<file path="config.mk">
export PLATFORM = sky130hd
export DESIGN_NAME = instr_fetch
export DESIGN_NICKNAME = d
export VERILOG_FILES = /design/src/rtl/instr_fetch_pkg.sv /design/src/rtl/instr_fetch_sat_counter.sv /design/src/rtl/instr_fetch.sv
export SDC_FILE = /design/constraint.sdc
export NUM_CORES = 1
export LEC_CHECK = 0
export BUFFER_PORTS_ARGS = -buffer_cell sky130_fd_sc_hd__buf_4
export CAP_MARGIN = 20
export CELL_PAD_IN_SITES_DETAIL_PLACEMENT = 0
export CELL_PAD_IN_SITES_GLOBAL_PLACEMENT = 1
export CORE_ASPECT_RATIO = 0.8
export CORE_MARGIN = 2
export CORE_UTILIZATION = 30
export CTS_BUF_LIST = sky130_fd_sc_hd__clkbuf_8
export DETAILED_ROUTE_END_ITERATION = 6
export GPL_TIMING_DRIVEN = 0
export PLACE_DENSITY = 0.73
export SLEW_MARGIN = 20
export SYNTH_ARGS = -nofsm -noshare
export SYNTH_HDL_FRONTEND = slang
export SYNTH_HIERARCHICAL = 1
export SYNTH_SLANG_ARGS = --single-unit
export TNS_END_PERCENT = 30
</file>
<file path="constraint.sdc">
create_clock -name clk -period 2.2 [get_ports clk]
set_clock_uncertainty 0.1 [all_clocks]
set_input_delay 0.11 -clock clk [delete_from_list [all_inputs] [get_ports clk]]
set_output_delay 0.11 -clock clk [all_outputs]
set_load 0.01 [all_outputs]
</file>
<file path="src/rtl/instr_fetch_pkg.sv">
// Shared definitions for the instruction fetch stage: FSM state encoding and
// default address/data widths also used by the instruction memory.
package instr_fetch_pkg;
    localparam int IF_AWIDTH_DEF = 15;
    localparam int IF_DWIDTH_DEF = 11;

    localparam logic [0:0] ST_FETCH = 1'b0;
    localparam logic [0:0] ST_HOLD  = 1'b1;
endpackage

</file>
<file path="src/rtl/instr_fetch_sat_counter.sv">
// Saturating up-counter used for the optional fetch stall counter.
// Only built when INSTR_FETCH_STALL_CNT_EN is defined.
`ifdef INSTR_FETCH_STALL_CNT_EN
module sat_counter #(
    parameter int WIDTH = 16
) (
    input  logic             clk,
    input  logic             rst_n,
    input  logic             inc,
    output logic [WIDTH-1:0] count
);
    logic [WIDTH-1:0] r_count;

    always_ff @(posedge clk or negedge rst_n) begin
        if (!rst_n) begin
            r_count <= '0;
        end else if (inc && (r_count != {WIDTH{1'b1}})) begin
            r_count <= r_count + WIDTH'(1);
        end
    end

    assign count = r_count;
endmodule
`endif

</file>
<file path="src/rtl/instr_fetch.sv">
// Instruction fetch stage: owns the PC, reads instruction memory and hands words
// to the decoder over valid/ready. Optional stall counter: INSTR_FETCH_STALL_CNT_EN.
module instr_fetch
    import instr_fetch_pkg::*;
#(
    parameter int                AWIDTH   = IF_AWIDTH_DEF,
    parameter int                DWIDTH   = IF_DWIDTH_DEF,
    parameter logic [AWIDTH-1:0] RESET_PC = '0
) (
    input  logic              clk,
    input  logic              rst_n,
    input  logic              halt,
    output logic              mem_rd,
    output logic [AWIDTH-1:0] mem_addr,
    input  logic [DWIDTH-1:0] mem_data,
    output logic              instr_valid,
    input  logic              instr_ready,
    output logic [DWIDTH-1:0] instr,
    output logic [AWIDTH-1:0] instr_pc,
    input  logic              jump_en,
`ifdef INSTR_FETCH_STALL_CNT_EN
    output logic [15:0]       stall_cnt,
`endif
    input  logic [AWIDTH-1:0] jump_addr
);
    logic [0:0]        r_state;
    logic [AWIDTH-1:0] r_pc;
    logic [DWIDTH-1:0] r_instr;
    logic [AWIDTH-1:0] r_instr_pc;
    logic              w_fetch;

    // halt is the only input allowed to gate the read strobe.
    assign w_fetch  = (r_state == ST_FETCH) && !halt;
    assign mem_rd   = w_fetch;
    assign mem_addr = r_pc;

    always_ff @(posedge clk or negedge rst_n) begin
        if (!rst_n) begin
            r_state    <= ST_FETCH;
            r_pc       <= RESET_PC;
            r_instr    <= '0;
            r_instr_pc <= '0;
        end else if (jump_en) begin
            // Redirect wins; a held word is dropped and this cycle's read ignored.
            r_state <= ST_FETCH;
            r_pc    <= jump_addr;
        end else if (w_fetch) begin
            r_instr    <= mem_data;
            r_instr_pc <= r_pc;
            r_pc       <= r_pc + AWIDTH'(1);
            r_state    <= ST_HOLD;
        end else if ((r_state == ST_HOLD) && instr_ready) begin
            r_state <= ST_FETCH;
        end
    end

    assign instr_valid = (r_state == ST_HOLD);
    assign instr       = r_instr;
    assign instr_pc    = r_instr_pc;

`ifdef INSTR_FETCH_STALL_CNT_EN
    logic w_stall;
    assign w_stall = (r_state == ST_HOLD) && !instr_ready;

    sat_counter #(
        .WIDTH (16)
    ) u_stall_cnt (
        .clk   (clk),
        .rst_n (rst_n),
        .inc   (w_stall),
        .count (stall_cnt)
    );
`endif
endmodule

</file>
==> flow_metrics.tcl, run 1 <==
set metrics [dict create \
    synth_xor_area_share_pct 6.61 \
    slew_headroom_pct 56.6 \
    muxShareOfSynthArea_pct 17.5 \
    std_cell_rows 25 \
    synth_top_family_by_area "multiplexers" \
    syn_area_um2 1850 \
    fin_tns_setup_ps 0 \
    cp_max_fo 10 \
    ys_seq_area_share_pct 56.7 \
    synth-main-ff-cell "dfrtp_1" \
    cts-root-buf "clkbuf_8" \
    critPathCaptureType "register" \
    fin_crit_sh_pct 88.3 \
    die_h_um 74.3 \
    grt_usage_pct 13.4 \
    grt_pass1_wl_um 7110 \
    numCtsBuffers 5 \
    power.density_nw_per_um2 723 \
    worst_r2r_endpoint "instr_pc[5]$_DFFE_PN0P_" \
    final_layout_size_suffix_gt1_share_pct 45.5 \
    grt_pass1_vias 1438 \
    required_ps 2270 \
    worst_pin_slew_ps 648 \
    via_per_inst 4.40 \
    post-place-ws_ps 217 \
    syn_area_per_cell_um2 12.6 \
    ant_nets 0 \
    vias 1480 \
    worst-path-buf-inv 1 \
    drt_iter0_drc 53 \
    die_w_um 91.9 \
    syn_nets 179 \
    peakVddDrop_v 0.000383 \
    syn_inst 147 \
    cpLargestDelayFamily "simple AND/OR/NAND/NOR gates" \
    crit_chain "nor3_2, buf_2, mux2_2" \
    synthArstFlopShare_pct 100 \
    post_cts_buffers 0 \
    finalSetupViolCount 0 \
    maxSlewViolCount 0 \
    arrival_ps 2020 \
    gr-total-overflow 0 \
    synth_top_area_share_pct 56.7 \
    post_cts_resized 0 \
    io_pins 74 \
    synth_cell_type_count 25 \
    setup.worst_path.end "instr_pc[5]$_DFFE_PN0P_" \
    antenna_cells 0 \
    antenna_found_initial 0 \
    hold_viol_final 0 \
    finalNetCount 286 \
    core_um2 5940 \
    drtPass1Iterations 4 \
    portBuffers 73 \
    period_needed_ps 1940 \
    gpl.final_weighted_congestion 0.723 \
    routed_wirelength_um 4410 \
    crit_cells 3 \
    initial_utilization_pct 31.2 \
    crit_type "reg -> reg" \
    cts_buffer_depth 2 \
    startpoint "instr_valid$_DFFE_PN0P_" \
    startpoint_type "register" \
    run_status "finished, final reports clean" \
    synth_simple_gate_area_share_pct 12.7 \
    clk_latency_ps 290 \
    ys_warn_count 6 \
    cts_htree_levels 2 \
    place_hpwl_um 3000 \
    yosys.area.top_type "dfrtp_1" \
    leakagePower_nw 1.30 \
    worstRegToRegCells 3 \
    cts_tree "done" \
    drc 0 \
    rsz0062_at_grt "false" \
    cap_violations 0 \
    crit_slowest_cell "nor3_2" \
    synthAdderAreaFrac_pct 0.675 \
    timing.rr.start "instr_valid$_DFFE_PN0P_" \
    synth_area_leaders "dfrtp_1, mux2_2, xnor2_1" \
    wl_per_cell_um 13.1 \
    fill_cells 579 \
    synth-compound-area-share_pct 3.78 \
    finalWorstSetupSlack_ps 258 \
    ys_ff_latch 42 \
    synth_edf_count 0 \
    cp_slowest_stage_delay_ps 520 \
    clkSinkCount 42 \
    r2r_slack_ps 260 \
    grt_max_degree 43 \
    min_path_type "in -> reg" \
    die_area_um2 6830 \
    clk_pin_slew_ps 80 \
    synthToLayoutAreaGrowth_pct 54.5 \
    ctsHoldBuffers 27 \
    fmax_ghz 0.515 \
]
Yosys cell counts (all sizes together), types with 3 or more instances:
cell type,count
mux2,28
inv,3
nand4,5
nor2,4
xor2,5
nand3,3
nand2,15
o21ai,13
buf,3
clkbuf,3
xnor2,9
nor3,5
nor4,4
dfrtp,42
routing by layer:
layer | vias to the layer above | global-route usage [%] | wire (µm)
li1 | 727 | - | -
met1 | 704 | 19.0 | 2140
met2 | 44 | 20.4 | 2000
met3 | 5 | 3.44 | 241
met4 | 0 | 3.98 | 31
met5 | - | 0 | 0
worst min-delay path, stage by stage:
cell	delay, ps
buf_4	100
inv_1	40
a21oi_1	60
nor2_1	80
through the flow:
stage | power [mW] | hold WS, ps | util [%] | std cells | instance area [µm²]
floorplan | 1.25 | -286 | - | 147 | 1850
global placement | 1.55 | 48.1 | 42.1 | 301 | 2500
detailed placement | 1.56 | 41.9 | 42.1 | 301 | 2500
CTS | 2.12 | 22.5 | 48.2 | 336 | 2870
global route | 2.21 | 61.2 | 48.2 | 336 | 2870
finish | 2.07 | 35.6 | 48.2 | 336 | 2870
sequential cells by signal, summed over array words and instances, names as in the netlist:
register / count
instr: 11
instr_valid: 1
mem_addr: 15
instr_pc: 15
layout by cell type (no fill, tap or decap):
cell type / count
clkinv_2: 1
nor4_1: 2
clkbuf_8: 6
or3b_1: 1
inv_1: 4
mux2_2: 28
buf_4: 73
dlygate4sd3_1: 27
o21ai_1: 4
dfrtp_1: 42
nor3_2: 1
buf_2: 3
a21oi_1: 1
nand2_1: 15
xor2_1: 5
nand3_1: 3
nand4_1: 3
nor2_1: 4
o21ai_0: 9
xnor2_1: 9
nor3_1: 4
nor4_2: 1
clkbuf_1: 3
ha_1: 1
nand4bb_1: 1
nor4_4: 1
nand4_4: 1
mux2i_1: 1
nand4_2: 1
cell families (layout without fill, tap and decap cells):
group                    Yosys count  in the layout
AO/OA/AOI/OAI                     14             14
buffers and inverters              9            117
XOR/XNOR                          14             14
adder cells (fa/ha/maj)            1              1
AND/OR/NAND/NOR                   38             38
multiplexers                      29             29
flip-flops                        42             42
where the power goes:
| part | switching, mW | internal, mW |
|---|---|---|
| clock network | 0.256 | 0.249 |
| logic | 0.219 | 0.343 |
| registers | 0.103 | 0.902 |
worst min-delay path by stage:
stage	start	to	slack (ps)	cells past startpoint
6_report	instr_ready	instr_valid$_DFFE_PN0P_	40	4
5_1_grt	instr_ready	instr_valid$_DFFE_PN0P_	60	4
4_1_cts	instr_ready	instr_valid$_DFFE_PN0P_	20	4
3_5_place_dp	rst_n	instr_pc[8]$_DFFE_PN0P_	40	1
3_3_place_gp	rst_n	instr_pc[8]$_DFFE_PN0P_	50	1
2_1_floorplan	rst_n	instr[0]$_DFFE_PN0P_	-290	0
cell type report:
type / count / area, µm² / area share, %
buffer: 6 / 26.3 / 0.917
clock buffer: 6 / 82.6 / 2.88
clock inverter: 2 / 8.76 / 0.306
inverter: 3 / 11.3 / 0.393
multi-input combinational: 96 / 766 / 26.7
sequential: 42 / 1050 / 36.7
tap: 81 / 101 / 3.54
timing repair buffer: 100 / 818 / 28.6
Note: power is estimated with default switching activity, not from simulation.
==> inputs of run 2 (changes only) <==
- CTS_BUF_LIST: sky130_fd_sc_hd__clkbuf_8 -> sky130_fd_sc_hd__clkbuf_4 sky130_fd_sc_hd__clkbuf_8
==> run 2 against run 1 <==
  * Worst setup slack did not move
  * Global-route usage did not move
  * Worst hold slack barely moved
  * Total power rose by 0.83%
  * Via count did not move
  * Clock-buffer cell count rose by 1
  * Highest routed layer unchanged
==> flow_metrics.tcl, run 2 (synthesis results as in run 1) <==
set metrics [dict create \
    finalNetCount 286 \
    routed_wirelength_um 4410 \
    gpl.final_weighted_congestion 0.723 \
    drtPass1Iterations 4 \
    antenna_cells 0 \
    ant_nets 0 \
    clk_pin_slew_ps 80 \
    intPower_mw 1.51 \
    power.density_nw_per_um2 728 \
    fin_crit_sh_pct 88.3 \
    placed_cell_area_um2 2500 \
    fin_area_um2 2870 \
    via_per_inst 4.40 \
    clk_latency_ps 290 \
    core_um2 5940 \
    crit_type "reg -> reg" \
    cts_buffer_depth 2 \
    synthToLayoutAreaGrowth_pct 54.7 \
    finalSetupViolCount 0 \
    use_met2_pct 20.4 \
    run_status "finished, final reports clean" \
    final_layout_size_suffix_gt1_share_pct 45.9 \
    antenna_found_initial 0 \
    crit_slowest_cell "nor3_2" \
    post_cts_resized 0 \
    critPathCaptureType "register" \
    startpoint_type "register" \
    grt_max_degree 43 \
    grt_use_met3_pct 3.44 \
    peakVddDrop_v 0.000386 \
    grt_usage_pct 13.4 \
    cp_slowest_stage_delay_ps 520 \
    p_comb_share_pct 26.9 \
    fin_tns_setup_ps 0 \
    wl_per_cell_um 13.1 \
    clockPowerShare_pct 25.0 \
    place_inst 301 \
    cap_violations 0 \
    cts_tree "done" \
    slew_headroom_pct 56.6 \
    seqPwrFrac_pct 48.1 \
    clkSinkCount 42 \
    mostFrequentLayoutCell "buf_4" \
    drc 0 \
    cp_max_fo 10 \
    leakagePower_nw 1.30 \
    finalWorstSetupSlack_ps 258 \
    fmax_ghz 0.515 \
    layout.cells.non_filler 336 \
    grt_pass1_vias 1438 \
    arrival_ps 2020 \
    post-place-ws_ps 217 \
    drt_iter0_drc 56 \
    rsz0062_at_grt "false" \
    vias 1480 \
    gr-total-overflow 0 \
    die_h_um 74.3 \
    grt_pass1_wl_um 7110 \
    numCtsBuffers 5 \
    grt_busiest_layer "met2" \
    p_sw_mw 0.579 \
    swShare_pct 27.7 \
    required_ps 2270 \
    crit_chain "nor3_2, buf_2, mux2_2" \
    mostFrequentLayoutCells "buf_4, dfrtp_1, mux2_2, dlygate4sd3_1, nand2_1" \
    cts-root-buf "clkbuf_8" \
    initial_utilization_pct 31.2 \
    min_path_type "in -> reg" \
    worst_pin_slew_ps 648 \
    portBuffers 73 \
    cts_htree_levels 2 \
    met1_usage_pct 19.0 \
    place_hpwl_um 3000 \
    maxSlewViolCount 0 \
    die_area_um2 6830 \
    io_pins 74 \
    hold_viol_final 0 \
    period_needed_ps 1940 \
    die_w_um 91.9 \
    finalPower_mw 2.09 \
    std_cell_rows 25 \
]
==> run 2: path summary, 6_finish.rpt <==
check / start / endpoint / slack, ps / depth (start not counted)
hold / removal: instr_ready / instr_valid$_DFFE_PN0P_ / 40 / 4
max in group asynchronous: rst_n / instr_pc[1]$_DFFE_PN0P_ / 1390 / 2
min in group asynchronous: rst_n / instr_pc[8]$_DFFE_PN0P_ / 240 / 2
setup / recovery: instr_valid$_DFFE_PN0P_ / instr_pc[5]$_DFFE_PN0P_ / 260 / 3
hold reg to reg: instr_pc[13]$_DFFE_PN0P_ / instr_pc[13]$_DFFE_PN0P_ / 410 / 1
setup reg to reg: instr_valid$_DFFE_PN0P_ / instr_pc[5]$_DFFE_PN0P_ / 260 / 3
==> run 2: area by class of cell <==
class,instances,area [µm²]
Buffer,6,26.3
Clock buffer,7,90.1
Clock inverter,1,5.00
Fill cell,577,3070
Inverter,3,11.3
Multi-Input combinational cell,96,766
Sequential cell,42,1050
Tap cell,81,101
Timing Repair Buffer,100,818
==> run 2: layer usage <==
metal	routed length (µm)	vias to the layer above
met3	241	5
met2	2000	44
met5	0	-
li1	-	727
met1	2140	704
met4	31	0
==> run 2: stage by stage <==
step	utilization (%)	hold WS [ps]
finish	48.3	35.5
floorplan	-	-286
global route	48.3	61.2
global placement	42.1	48.1
CTS	48.3	22.5
detailed placement	42.1	41.9
==> run 2: worst max-delay path: cells and delay by family (launching register included) <==
kind,cells,cell delay [ps]
multiplexers,1,370
flip-flops,1,450
buffers and inverters,1,390
AND/OR/NAND/NOR,1,520
==> run 2: timing repair <==
item                      CTS  global route
hold endpoints to repair   68             0
hold buffers               27             0
buffers inserted            0             0
==> run 2: power by group through the flow <==
stage                     combinational [mW]  sequential (mW)  clock (mW)
final                                  0.562             1.01       0.522
after detailed placement               0.532             1.02           0
after global placement                 0.528             1.02           0
after global routing                   0.610             1.03       0.586
after CTS                              0.572             1.01       0.552
after floorplan                        0.174             1.07           0
==> inputs of run 3 (changes only) <==
- PLACE_DENSITY: 0.73 -> 0.76
- clock period: 2.2 -> 1.6 ns (I/O delays scaled with it)
==> run 3 against run 2 <==
  * The flow now finishes with violations (negative setup slack)
  * Clock power rose by 57%
  * Global-route usage rose by 0.84 points
  * Clock-buffer cell count fell by 2
  * Non-clock buffer count rose by 8
  * Combinational power rose by 49%
  * Critical endpoint is now mem_addr[12]$_DFFE_PN0P_
  * Flip-flop and latch count did not move
  * Routed wire length rose by 4.7%
==> flow_metrics.tcl, run 3 (synthesis results as in run 1) <==
set metrics [dict create \
    run_status "finished, violations left" \
    violations "negative setup slack" \
    vias 1526 \
    die_h_um 74.3 \
    maxSlewViolCount 0 \
    ant_nets 0 \
    portBuffers 73 \
    std_cell_rows 25 \
    grt_busiest_layer "met2" \
    grt_pass1_wl_um 7540 \
    fill_cells 556 \
    min_path_type "in -> reg" \
    finalPower_mw 3.05 \
    synthToLayoutAreaGrowth_pct 64.2 \
    cts_tree "done" \
    worst_pin_slew_ps 538 \
    fmax_ghz 0.575 \
    core_um2 5940 \
    grt_pass1_vias 1547 \
    antenna_found_initial 0 \
    cts_buffer_depth 2 \
    peakVddDrop_v 0.000472 \
    clk_pin_slew_ps 80 \
    wl_per_cell_um 13.4 \
    required_ps 1690 \
    use_met2_pct 23.4 \
    clk_latency_ps 290 \
    fin_crit_sh_pct 109 \
    drtPass1Iterations 4 \
    crit_slowest_cell "or3b_4" \
    routed_wirelength_um 4610 \
    met1_usage_pct 19.0 \
    mostFrequentLayoutCells "buf_4, dfrtp_1, mux2_2, dlygate4sd3_1, nand2_1" \
    cts-root-buf "clkbuf_8" \
    finalNetCount 294 \
    cts_htree_levels 2 \
    die_w_um 91.9 \
    gr-total-overflow 0 \
    fin_area_um2 3050 \
    clkSinkCount 42 \
    io_pins 74 \
    via_per_inst 4.44 \
    hold_viol_final 0 \
    crit_type "reg -> reg" \
    gpl.final_weighted_congestion 0.729 \
    worst-path-buf-inv 0 \
    place_hpwl_um 3010 \
    drc 0 \
    final_layout_size_suffix_gt1_share_pct 51.7 \
    drt_iter0_drc 32 \
    critPathCaptureType "register" \
    grt_use_met3_pct 3.34 \
    numCtsBuffers 5 \
    mostFrequentLayoutCell "buf_4" \
    grt_max_degree 43 \
    leakagePower_nw 1.36 \
    cp_max_fo 6 \
    rsz0062_at_grt "true" \
    cp_slowest_stage_delay_ps 420 \
    power.density_nw_per_um2 1000 \
    cpLargestDelayFamily "simple AND/OR/NAND/NOR gates" \
    slew_headroom_pct 64.1 \
    arrival_ps 1830 \
    initial_utilization_pct 31.2 \
    startpoint_type "register" \
    fin_tns_setup_ps -307 \
    finalWorstSetupSlack_ps -139 \
    die_area_um2 6830 \
    crit_chain "ha_4, or3b_4, nor4_4, xor2_1, mux2_2" \
    period_needed_ps 1740 \
    placed_cell_area_um2 2520 \
    grt_usage_pct 14.2 \
    finalSetupViolCount 4 \
    antenna_cells 0 \
    cap_violations 0 \
]
## run 3: changes by cell type in the layout (fill, tap and decap cells not counted), moves of 3 or more
cell | previous run | this run
dfrtp_1 | 42 | 37
buf_2 | 3 | 0
dfrtp_2 | 0 | 5
buf_4 | 73 | 81
## run 3: final cells by class
cell class | count | area, µm² | share of cell area [%]
repair buffers | 109 | 888 | 29.2
plain buffers | 5 | 33.8 | 1.11
multi-input cells | 96 | 845 | 27.7
clock inverters | 3 | 40.0 | 1.31
flip-flops and latches | 42 | 1060 | 34.7
clock buffers | 5 | 68.8 | 2.26
inverters | 3 | 11.3 | 0.370
well taps | 81 | 101 | 3.33
## run 3: power by group
part / total (mW) / internal (mW) / switching [mW]
Combinational: 0.838 / 0.509 / 0.330
Sequential: 1.39 / 1.24 / 0.146
Clock: 0.820 / 0.459 / 0.360
## run 3: final timing paths
kind / endpoint / cells past startpoint / slack [ps] / startpoint
setup / recovery: mem_addr[12]$_DFFE_PN0P_ / 5 / -140 / mem_addr[1]$_DFFE_PN0P_
max in group asynchronous: mem_addr[0]$_DFFE_PN0P_ / 2 / 790 / rst_n
setup reg to reg: mem_addr[12]$_DFFE_PN0P_ / 5 / -140 / mem_addr[1]$_DFFE_PN0P_
hold reg to reg: instr_pc[2]$_DFFE_PN0P_ / 1 / 410 / instr_pc[2]$_DFFE_PN0P_
min in group asynchronous: instr_pc[8]$_DFFE_PN0P_ / 2 / 200 / rst_n
hold / removal: instr_valid$_DFFE_PN0P_ / 4 / 90 / halt
## run 3: worst reg2reg max path, stage by stage (launching register included)
cell     delay, ps
dfrtp_2        390
ha_4           130
or3b_4         420
nor4_4         230
xor2_1         100
mux2_2         260
## run 3: per-stage QoR
step           setup WS (ps)  hold WS (ps)  cells  util, %
4_1_cts                 -120           128    343     50.5
5_1_grt                 -243           117    344     51.2
6_report                -139          85.3    344     51.2
3_5_place_dp            -257          10.0    301     42.4
3_3_place_gp            -242          9.28    301     42.4
2_1_floorplan           -194          -316    147        -
## run 3: per-layer routing
metal	routed length, µm	vias up	share of wire, %
met5	0	-	0
met4	38	0	0.82
met3	245	5	5.3
met2	2220	49	48
met1	2110	730	46
li1	-	742	-
## run 3: what timing repair did
item | in CTS | in global routing
pin swaps | 5 | 4
setup buffers | 6 | 2
hold buffers | 28 | 0
endpoints found under the hold margin | 69 | 0
gates resized for setup | 10 | 10
setup endpoints to repair | 30 | 30
